### src/rtl/board_state_writer.sv
// board_state_writer
//   Owns the Minesweeper board state (8x8 cursor, flagMap, stepMap) and the
//   win/loss flags. Button rising edges in IDLE update the state in one cycle;
//   each change is followed by one (flag/step) or two (move: old cell, then new
//   cell) redraw requests over a valid/ack handshake.
// Ports:
//   clk, reset          : clock, synchronous active-high reset
//   mineMap[63:0]       : mine placement, bit y*8+x
//   btn_*               : synchronized button levels (up/down/left/right/flag/step)
//   flagMap, stepMap    : per-cell flagged / uncovered bits
//   cursor_x, cursor_y  : cursor position
//   redraw_req/_cell/_ack : redraw handshake, cell = {y,x}
//   game_over, game_won : sticky end-of-game status
module board_state_writer (
    input  logic        clk,
    input  logic        reset,
    input  logic [63:0] mineMap,
    input  logic        btn_up,
    input  logic        btn_down,
    input  logic        btn_left,
    input  logic        btn_right,
    input  logic        btn_flag,
    input  logic        btn_step,
    output logic [63:0] flagMap,
    output logic [63:0] stepMap,
    output logic [2:0]  cursor_x,
    output logic [2:0]  cursor_y,
    output logic        redraw_req,
    output logic [5:0]  redraw_cell,
    input  logic        redraw_ack,
    output logic        game_over,
    output logic        game_won
);

    typedef enum logic [1:0] {ST_IDLE, ST_REQ_A, ST_REQ_B, ST_LOCKED} state_t;

    state_t      r_state, w_state_n;
    logic [5:0]  r_btn_q;
    logic [63:0] r_flag, r_step, w_flag_n, w_step_n;
    logic [2:0]  r_cx, r_cy, w_cx_n, w_cy_n;
    logic        r_req, w_req_n;
    logic [5:0]  r_cell, w_cell_n;
    logic [5:0]  r_pend_cell, w_pend_cell_n;   // new cell of a pending move
    logic        r_pend, w_pend_n;
    logic        r_over, r_won, w_over_n, w_won_n;

    logic [5:0]  w_btn, w_press, w_cur;

    // bit order doubles as priority order: step is the MSB
    assign w_btn   = {btn_step, btn_flag, btn_up, btn_down, btn_left, btn_right};
    assign w_press = w_btn & ~r_btn_q;
    assign w_cur   = {r_cy, r_cx};

    always_comb begin
        w_state_n     = r_state;
        w_flag_n      = r_flag;
        w_step_n      = r_step;
        w_cx_n        = r_cx;
        w_cy_n        = r_cy;
        w_req_n       = r_req;
        w_cell_n      = r_cell;
        w_pend_cell_n = r_pend_cell;
        w_pend_n      = r_pend;
        w_over_n      = r_over;
        w_won_n       = r_won;
        case (r_state)
            ST_IDLE: begin
                if (w_press[5]) begin
                    // an ignored step still swallows lower-priority presses
                    if (!r_flag[w_cur] && !r_step[w_cur]) begin
                        w_step_n  = r_step | (64'd1 << w_cur);
                        w_req_n   = 1'b1;
                        w_cell_n  = w_cur;
                        w_pend_n  = 1'b0;
                        w_state_n = ST_REQ_A;
                        if (mineMap[w_cur])
                            w_over_n = 1'b1;
                        else if ((w_step_n | mineMap) == 64'hFFFF_FFFF_FFFF_FFFF)
                            w_won_n = 1'b1;
                    end
                end else if (w_press[4]) begin
                    if (!r_step[w_cur]) begin
                        w_flag_n  = r_flag ^ (64'd1 << w_cur);
                        w_req_n   = 1'b1;
                        w_cell_n  = w_cur;
                        w_pend_n  = 1'b0;
                        w_state_n = ST_REQ_A;
                    end
                end else if (|w_press[3:0]) begin
                    if (w_press[3])      w_cy_n = r_cy - 3'd1;
                    else if (w_press[2]) w_cy_n = r_cy + 3'd1;
                    else if (w_press[1]) w_cx_n = r_cx - 3'd1;
                    else                 w_cx_n = r_cx + 3'd1;
                    w_req_n       = 1'b1;
                    w_cell_n      = w_cur;
                    w_pend_cell_n = {w_cy_n, w_cx_n};
                    w_pend_n      = 1'b1;
                    w_state_n     = ST_REQ_A;
                end
            end
            ST_REQ_A: begin
                if (redraw_ack) begin
                    if (r_pend) begin
                        w_cell_n  = r_pend_cell;
                        w_pend_n  = 1'b0;
                        w_state_n = ST_REQ_B;
                    end else begin
                        w_req_n   = 1'b0;
                        w_state_n = (r_over || r_won) ? ST_LOCKED : ST_IDLE;
                    end
                end
            end
            ST_REQ_B: begin
                if (redraw_ack) begin
                    w_req_n   = 1'b0;
                    w_state_n = ST_IDLE;
                end
            end
            default: ;  // ST_LOCKED: hold until reset
        endcase
    end

    always_ff @(posedge clk) begin
        // btn_q follows the buttons even in reset so a held button never fires
        r_btn_q <= w_btn;
        if (reset) begin
            r_state     <= ST_IDLE;
            r_flag      <= '0;
            r_step      <= '0;
            r_cx        <= '0;
            r_cy        <= '0;
            r_req       <= 1'b0;
            r_cell      <= '0;
            r_pend_cell <= '0;
            r_pend      <= 1'b0;
            r_over      <= 1'b0;
            r_won       <= 1'b0;
        end else begin
            r_state     <= w_state_n;
            r_flag      <= w_flag_n;
            r_step      <= w_step_n;
            r_cx        <= w_cx_n;
            r_cy        <= w_cy_n;
            r_req       <= w_req_n;
            r_cell      <= w_cell_n;
            r_pend_cell <= w_pend_cell_n;
            r_pend      <= w_pend_n;
            r_over      <= w_over_n;
            r_won       <= w_won_n;
        end
    end

    assign flagMap     = r_flag;
    assign stepMap     = r_step;
    assign cursor_x    = r_cx;
    assign cursor_y    = r_cy;
    assign redraw_req  = r_req;
    assign redraw_cell = r_cell;
    assign game_over   = r_over;
    assign game_won    = r_won;

endmodule

### config.mk
export PLATFORM = sky130hd
export DESIGN_NAME = board_state_writer
export DESIGN_NICKNAME = d
export VERILOG_FILES = /design/src/rtl/board_state_writer.sv
export SDC_FILE = /design/constraint.sdc
export NUM_CORES = 1
export LEC_CHECK = 0
export BUFFER_PORTS_ARGS = -buffer_cell sky130_fd_sc_hd__buf_4
export CAP_MARGIN = 15
export CORE_UTILIZATION = 45
export DETAILED_ROUTE_END_ITERATION = 10
export GPL_ROUTABILITY_DRIVEN = 0
export PLACE_DENSITY = 0.69
export SLEW_MARGIN = 10
export SYNTH_ARGS = -nofsm -noshare
export SYNTH_HDL_FRONTEND = slang
export SYNTH_SLANG_ARGS = --single-unit
### constraint.sdc
create_clock -name clk -period 6.5 [get_ports clk]
set_input_delay 1.625 -clock clk [delete_from_list [all_inputs] [get_ports clk]]
set_output_delay 1.625 -clock clk [all_outputs]
set_load 0.1 [all_outputs]
After elaboration in Yosys (flattened, before gate mapping)
Cells that the tools add are included.

word-level totals
  flip-flop bits (word level) = 158
  output and inout port bits = 143
  logic and storage cells = 97

cells by class
  add/sub/neg operators = 4
  order comparisons = 1
  equality and inequality tests = 10
  shifts and indexed selects = 1
  muxes and demuxes = 43
  bitwise operators = 9
  reductions and logical operators = 17

operators with widths
  operator                number
  $or A64 B64 Y64         2
  $eq A64 B64 Y1 const B  1
  $shl A1 B6 Y64 const A  1
  $xor A64 B64 Y64        1
  $mux W6                 7
  $bmux W1 S6             3
  $mux W2                 9
  $mux W1                 15
  $mux W3                 5
  $pmux W6 S2             1
  $reduce_and A4 Y1       3
  $reduce_and A6 Y1       2
  $reduce_and A5 Y1       2
  $ne A2 B2 Y1 const B    4
  $ne A4 B4 Y1 const B    2
  $lt A6 B7 Y1 const B    1
  $reduce_and A7 Y1       1
  $add A3 B1 Y3 const B   2
  $and A6 B6 Y6           1
  $not A6 Y6              1
  $pmux W2 S3             1
  $sub A3 B1 Y3 const B   2
  $not A1 Y1              4
  $reduce_or A4 Y1        1
  12 further kinds        13

Depth between registers and ports, before layout
Gate-level depths: netlist of the first run.

  depth after elaboration = 7
  mapped depth = 13

Worst setup path after synthesis of the first run
No wires, ideal clock.

  kind = flip-flop to flip-flop
  start = reg r_cx[1] (netlist: cursor_x[1])
  end = reg r_won (netlist: game_won)
  setup time = 88 ps
  data arrival time = 3,266 ps
  slack = 3,146 ps
  stages on the path, launching flop included = 8
  path buffers = 3
  clock period less this slack = 3,354 ps
  cells stage by stage = dfxtp_1 > buf_2 > buf_4 > clkbuf_1 > mux4_2 > mux4_2 > mux4_2 > o32ai_2

on the way
  cells in the longest elaborated chain, start to end = 5
  elaborated cells between the ends (all ways) = 15
  those cells by class = eq/ne: 1; shift: 1; mux: 6; bitwise: 3; reduce/logical: 4

ends and longest elaborated chain
  item                                                              line    text
  start, declared                                                   40      logic [2:0] r_cx, r_cy, w_cx_n, w_cy_n;
  start signal, assigned                                            142     r_cx <= w_cx_n;
  $bmux W1 S6 or $shl A1 B6 Y64 (tied branches)                     70, 71
  $mux W1 (implied by the code) or $or A64 B64 Y64 (tied branches)  70, 71
  $logic_not A1 Y1 (tied with other cells)                          70      if (!r_flag[w_cur] && !r_step[w_cur]) begin
  $logic_and A1 B1 Y1 or $eq A64 B64 Y1 (tied branches)             70, 78
  $reduce_and A5 Y1 (no line) (*)                                   --
  end signal, assigned                                              149     r_won <= w_won_n;
  end, declared                                                     45      logic r_over, r_won, w_over_n, w_won_n;

Every way passes the cells marked *; elsewhere a longest branch is shown, timed or not. The select of a mux whose other input is x is not followed.
A chain may end at the register's enable or synchronous reset.

Worst setup path in the final report of the first run
  start = reg r_cx[0] (netlist: cursor_x[0])
  end = reg r_won (netlist: game_won)

Same word-level chain as after synthesis.

==> results of run 1 <==
==> path summary, 6_finish.rpt <==
check	startpoint	end	slack, ns	depth (start not counted)
worst max-delay path	cursor_x[0]	game_won	2.28	9
worst min-delay path	stepMap[58]	stepMap[58]	0.48	2
worst max register to register	cursor_x[0]	game_won	2.28	9
worst min register to register	stepMap[58]	stepMap[58]	0.48	2
==> synthesized netlist by cell type, types with 10 or more instances <==
cell / instances / share of area
xor2_1: 65 / 0.067
nor3_1: 44 / 0.026
o32ai_1: 10 / 0.010
nand2b_1: 55 / 0.040
nand2_1: 26 / 0.011
a211oi_1: 15 / 0.013
nor2b_1: 11 / 0.0080
mux2i_1: 20 / 0.023
nor4_1: 12 / 0.0088
a21oi_1: 68 / 0.040
nand3_1: 51 / 0.030
nand4_1: 30 / 0.022
buf_2: 20 / 0.012
dfxtp_1: 152 / 0.36
mux4_2: 47 / 0.12
o21ai_0: 18 / 0.011
clkbuf_1: 47 / 0.021
inv_1: 74 / 0.032
nor2_1: 141 / 0.062
or3_1: 27 / 0.020
==> tightest hold or removal path, delay by kind of cell, from the launching register on <==
family | cells | cell delay (ns)
compound gates | 1 | 0.05
buf+inv | 1 | 0.06
flops | 1 | 0.33
==> registers in the layout, indices dropped and copies added, names as in the netlist, 2 cells and up <==
register     cells
cursor_x         2
r_btn_q          6
flagMap         64
r_pend_cell      2
stepMap         64
r_state          2
cursor_y         2
redraw_cell      6
==> per-stage QoR <==
step	hold WS, ns	total power, uW	worst slack [ns]	area (um^2)
4_1_cts	0.485	2800	2.53	10900
5_1_grt	0.507	2890	2.18	10900
3_5_place_dp	0.475	1750	2.57	10200
6_report	0.481	2810	2.28	10900
3_3_place_gp	0.464	1750	2.61	10200
2_1_floorplan	0.490	1560	3.15	8560
==> final cells by class <==
type	instances	area (um^2)	area share
clock buffers	21	460	0.0424
clock inverters	11	169	0.0155
inverters	76	285	0.0263
multi-input cells	694	4910	0.452
flip-flops and latches	152	3050	0.281
well taps	234	293	0.0269
repair buffers	226	1700	0.156
==> report_power, final <==
| group | internal [uW] | switching [uW] |
|---|---|---|
| logic | 246 | 478 |
| registers | 955 | 72.5 |
| clock network | 663 | 398 |
| total | 1860 | 949 |
==> logic make-up after synthesis <==
| family | after synthesis | share of synthesized area |
|---|---|---|
| XOR/XNOR | 69 | 0.0706 |
| AND/OR/NAND/NOR | 409 | 0.238 |
| multiplexers | 68 | 0.148 |
| buffers and inverters | 149 | 0.0722 |
| adder cells (fa/ha/maj) | 7 | 0.0111 |
| AO/OA/AOI/OAI | 141 | 0.104 |
| flip-flops | 152 | 0.356 |
==> metal layers <==
layer | up-vias | wire length, um | GRT usage
met5 | - | 0 | 0.00752
met4 | 0 | 1720 | 0.184
met1 | 4029 | 12200 | 0.426
met3 | 131 | 4040 | 0.0862
met2 | 703 | 13800 | 0.477
li1 | 3815 | - | -
==> results.sh, run 1 <==
export IMPL_start_util=0.459
export IMPL_max_clock_freq_mhz=237
export IMPL_hold_viol_final=0
export IMPL_worst_ep_arrival_time_ns=4.56
export IMPL_antenna_cells=0
export IMPL_die_w_um=140
export IMPL_crit_family="simple AND/OR/NAND/NOR gates"
export IMPL_grt_ovfl_total=0
export IMPL_relSlewSlack=0.281
export IMPL_rsz0062_at_grt="no"
export IMPL_dp_hpwl_um=23600
export IMPL_ant_nets=0
export IMPL_final_cell_mix="buf_4, dfxtp_1, nor2_1, inv_1, a21oi_1"
export IMPL_worst_pin_slew_ns=1.07
export IMPL_vias=8678
export IMPL_clock_latency_ns=0.43
export IMPL_rows=50
export IMPL_p_per_area_nw_per_um2=259
export IMPL_ys_ff_latch=152
export IMPL_post_drt_wl_per_cell_um=22.4
export IMPL_final_core_util=0.583
export IMPL_period_share=0.650
export IMPL_drtIter0Drc=1178
export IMPL_antenna_found_initial=0
export IMPL_status="finished, final reports clean"
export IMPL_area_growth_synth_to_final_pct=27.0
export IMPL_totalNegativeSetupSlack_ns=0
export IMPL_cpPeakStageDelay_ns=0.91
export IMPL_grt_pass1_wl_um=47300
export IMPL_syn_inst=995
export IMPL_critPathMaxFanout=46
export IMPL_htree_levels=4
export IMPL_ctsResizeCount=0
export IMPL_cts_buffer_depth=2
export IMPL_wl_um=31700
export IMPL_remaining_drc_errors=0
export IMPL_synth_edf_count=0
export IMPL_slew_viol_final=0
export IMPL_drv_cap=0
export IMPL_instances_no_fill=1414
export IMPL_die_area_um2=19600
export IMPL_path_clk_slew_ns=0.06
export IMPL_ys_seq_area_frac=0.356
export IMPL_end_kind="flop"
export IMPL_dr_pass1_iters=7
export IMPL_vias_per_cell=6.14
export IMPL_ys_flop_type="dfxtp_1"
export IMPL_worst_setup_path_start_kind="flop"
export IMPL_fin_skew_ns=0.00926
export IMPL_clock_sinks=152
export IMPL_track_usage=0.323
export IMPL_synth_cell_types=49
export IMPL_cp_buffers_inverters=1
export IMPL_setup_violations_final=0
export IMPL_core_area_um2=18600
export IMPL_numPortBuffers=215
export IMPL_cts_inserted_buffers=17
export IMPL_required_ns=6.84
export IMPL_leakage_uw=0.00409
export IMPL_crit_chain="buf_4, nand2_1, nor3_2, a211oi_1, nor4_1, nand4_1, nor4_1, nand2_1, o32ai_2"
export IMPL_drive_gt1_frac=0.267
export IMPL_min_period_ns=4.22
export IMPL_synthArstFlopShare=0
export IMPL_final_common_cell="buf_4"
export IMPL_grt_pass1_vias=8078
export IMPL_cts_root_buf="clkbuf_16"
export IMPL_crit_type="reg2reg"
export IMPL_yosysWarnings=0
export IMPL_grt_max_degree=86
export IMPL_final_net_count=1247
export IMPL_worst_hold_path_type="reg2reg"
export IMPL_peakVddDrop_v=0.000193
export IMPL_fillerInstances=1679
export IMPL_avgSynthCellArea_um2=8.60
export IMPL_ctsHoldBuffers=0
export IMPL_cpMaxStageDelayCell="dfxtp_4"
export IMPL_ioPinCount=216
export IMPL_cts_tree="built"
export IMPL_dp_cells=1382
export IMPL_synth_nets=1075
export IMPL_fp_dieH_um=140
export IMPL_syn_area_um2=8560
export IMPL_post_cts_buffers=0
Note: power is estimated with default switching activity, not from simulation.
==> run 2, diff against run 1 <==
--- a/config.mk
+++ b/config.mk
@@ -10,7 +10,7 @@
 export CORE_UTILIZATION = 45
 export DETAILED_ROUTE_END_ITERATION = 10
 export GPL_ROUTABILITY_DRIVEN = 0
-export PLACE_DENSITY = 0.69
+export PLACE_DENSITY = 0.72
 export SLEW_MARGIN = 10
 export SYNTH_ARGS = -nofsm -noshare
 export SYNTH_HDL_FRONTEND = slang
==> constraint.sdc (replaced) <==
create_clock -name clk -period 3.5 [get_ports clk]
set_input_delay 0.875 -clock clk [delete_from_list [all_inputs] [get_ports clk]]
set_output_delay 0.875 -clock clk [all_outputs]
set_load 0.1 [all_outputs]
==> results.sh, run 2 (same netlist as run 1, synthesis figures left out) <==
export IMPL_status="finished, final reports clean"
export IMPL_htree_levels=4
export IMPL_worst_ep_arrival_time_ns=3.68
export IMPL_ioPinCount=216
export IMPL_numPortBuffers=215
export IMPL_rrSetupSlack_ns=0.17
export IMPL_cts_root_buf="clkbuf_16"
export IMPL_relSlewSlack=0.275
export IMPL_path_common_cell="buf_4"
export IMPL_antenna_found_initial=0
export IMPL_leakage_uw=0.00423
export IMPL_drv_cap=0
export IMPL_layout_setup_ws_ns=0.165
export IMPL_clock_latency_ns=0.43
export IMPL_die_area_um2=19600
export IMPL_final_cell_mix="buf_4, dfxtp_1, nor2_1, inv_1, a21oi_1"
export IMPL_crit_type="reg2reg"
export IMPL_cpMaxStageDelayCell="dfxtp_4"
export IMPL_worst_setup_path_start_kind="flop"
export IMPL_dp_hpwl_um=24700
export IMPL_cts_inserted_buffers=17
export IMPL_rsz0062_at_grt="no"
export IMPL_drive_gt1_frac=0.285
export IMPL_required_ns=3.85
export IMPL_core_area_um2=18600
export IMPL_start_util=0.459
export IMPL_path_clk_slew_ns=0.06
export IMPL_ant_nets=0
export IMPL_slew_viol_final=0
export IMPL_rr_worst_depth=10
export IMPL_final_core_util=0.595
export IMPL_peakVddDrop_v=0.000350
export IMPL_setup_violations_final=0
export IMPL_power_uw=5150
export IMPL_end_kind="flop"
export IMPL_cts_tree="built"
export IMPL_min_period_ns=3.33
export IMPL_grt_pass1_vias=8427
export IMPL_grt_max_degree=154
export IMPL_p_per_area_nw_per_um2=465
export IMPL_rows=50
export IMPL_instances_no_fill=1445
export IMPL_worst_pin_slew_ns=1.09
export IMPL_hp_start="redraw_cell[1]"
export IMPL_antenna_cells=0
export IMPL_r2r_start="cursor_x[0]"
export IMPL_cp_buffers_inverters=3
export IMPL_post_cts_buffers=0
export IMPL_dr_pass1_iters=6
export IMPL_hold_viol_final=0
export IMPL_ctsHoldBuffers=0
export IMPL_final_net_count=1278
export IMPL_post_drt_wl_per_cell_um=22.9
export IMPL_drtIter0Drc=1027
export IMPL_max_clock_freq_mhz=300
export IMPL_crit_chain="buf_4, mux4_2, a211o_1, nor2_1, a211oi_1, buf_4, nand3b_1, buf_4, or3_1, a21oi_1"
export IMPL_ctsResizeCount=0
export IMPL_period_share=0.953
export IMPL_cts_buffer_depth=2
export IMPL_grt_pass1_wl_um=49500
export IMPL_totalNegativeSetupSlack_ns=0
export IMPL_fp_dieH_um=140
export IMPL_crit_family="buffers and inverters"
export IMPL_area_growth_synth_to_final_pct=29.5
export IMPL_final_common_cell="buf_4"
export IMPL_grt_ovfl_total=0
export IMPL_dp_cells=1413
export IMPL_startpoint="cursor_x[0]"
export IMPL_wl_um=33100
export IMPL_vias=8884
export IMPL_remaining_drc_errors=0
export IMPL_cp_depth=10
export IMPL_die_w_um=140
export IMPL_clock_sinks=152
export IMPL_place_ws_ns=0.142
export IMPL_worst_hold_path_type="reg2reg"
export IMPL_fin_skew_ns=0.00983
export IMPL_track_usage=0.336
export IMPL_cpPeakStageDelay_ns=0.62
export IMPL_holdPathStages=2
export IMPL_critPathMaxFanout=25
export IMPL_vias_per_cell=6.15
run 2: routing by layer:
layer / global-route usage / share of wire
met5: 0 / 0
met4: 0.197 / 0.053
met3: 0.0851 / 0.12
met2: 0.519 / 0.45
met1: 0.427 / 0.38
run 2: path summary, 6_finish.rpt:
check,endpoint
min,redraw_cell[1]
min reg2reg,redraw_cell[1]
max reg2reg,stepMap[26]
max,stepMap[26]
run 2: through the flow:
stage	hold WS (ns)	area, um^2
floorplan	0.490	8560
global placement	0.466	10500
detailed placement	0.473	10500
global route	0.502	11100
finish	0.477	11100
CTS	0.481	11100
run 2: layout make-up:
class                           instances  area, um^2
Clock buffer                           21         440
Inverter                               76         285
Tap cell                              234         293
Sequential cell                       152        3050
Clock inverter                         11         123
Multi-Input combinational cell        694        4910
Timing Repair Buffer                  257        1980
Fill cell                            1662        7560
run 2: power by group:
group          switching [uW]  internal [uW]  total, uW
sequential               87.0           1770       1860
combinational             971            523       1490
clock                     750           1050       1800
run 2: tightest hold or removal path, delay by kind of cell, from the launching register on:
| kind | cells | cell delay (ns) |
|---|---|---|
| flip-flops | 1 | 0.31 |
| AND/OR/NAND/NOR | 1 | 0.06 |
| multiplexers | 1 | 0.06 |
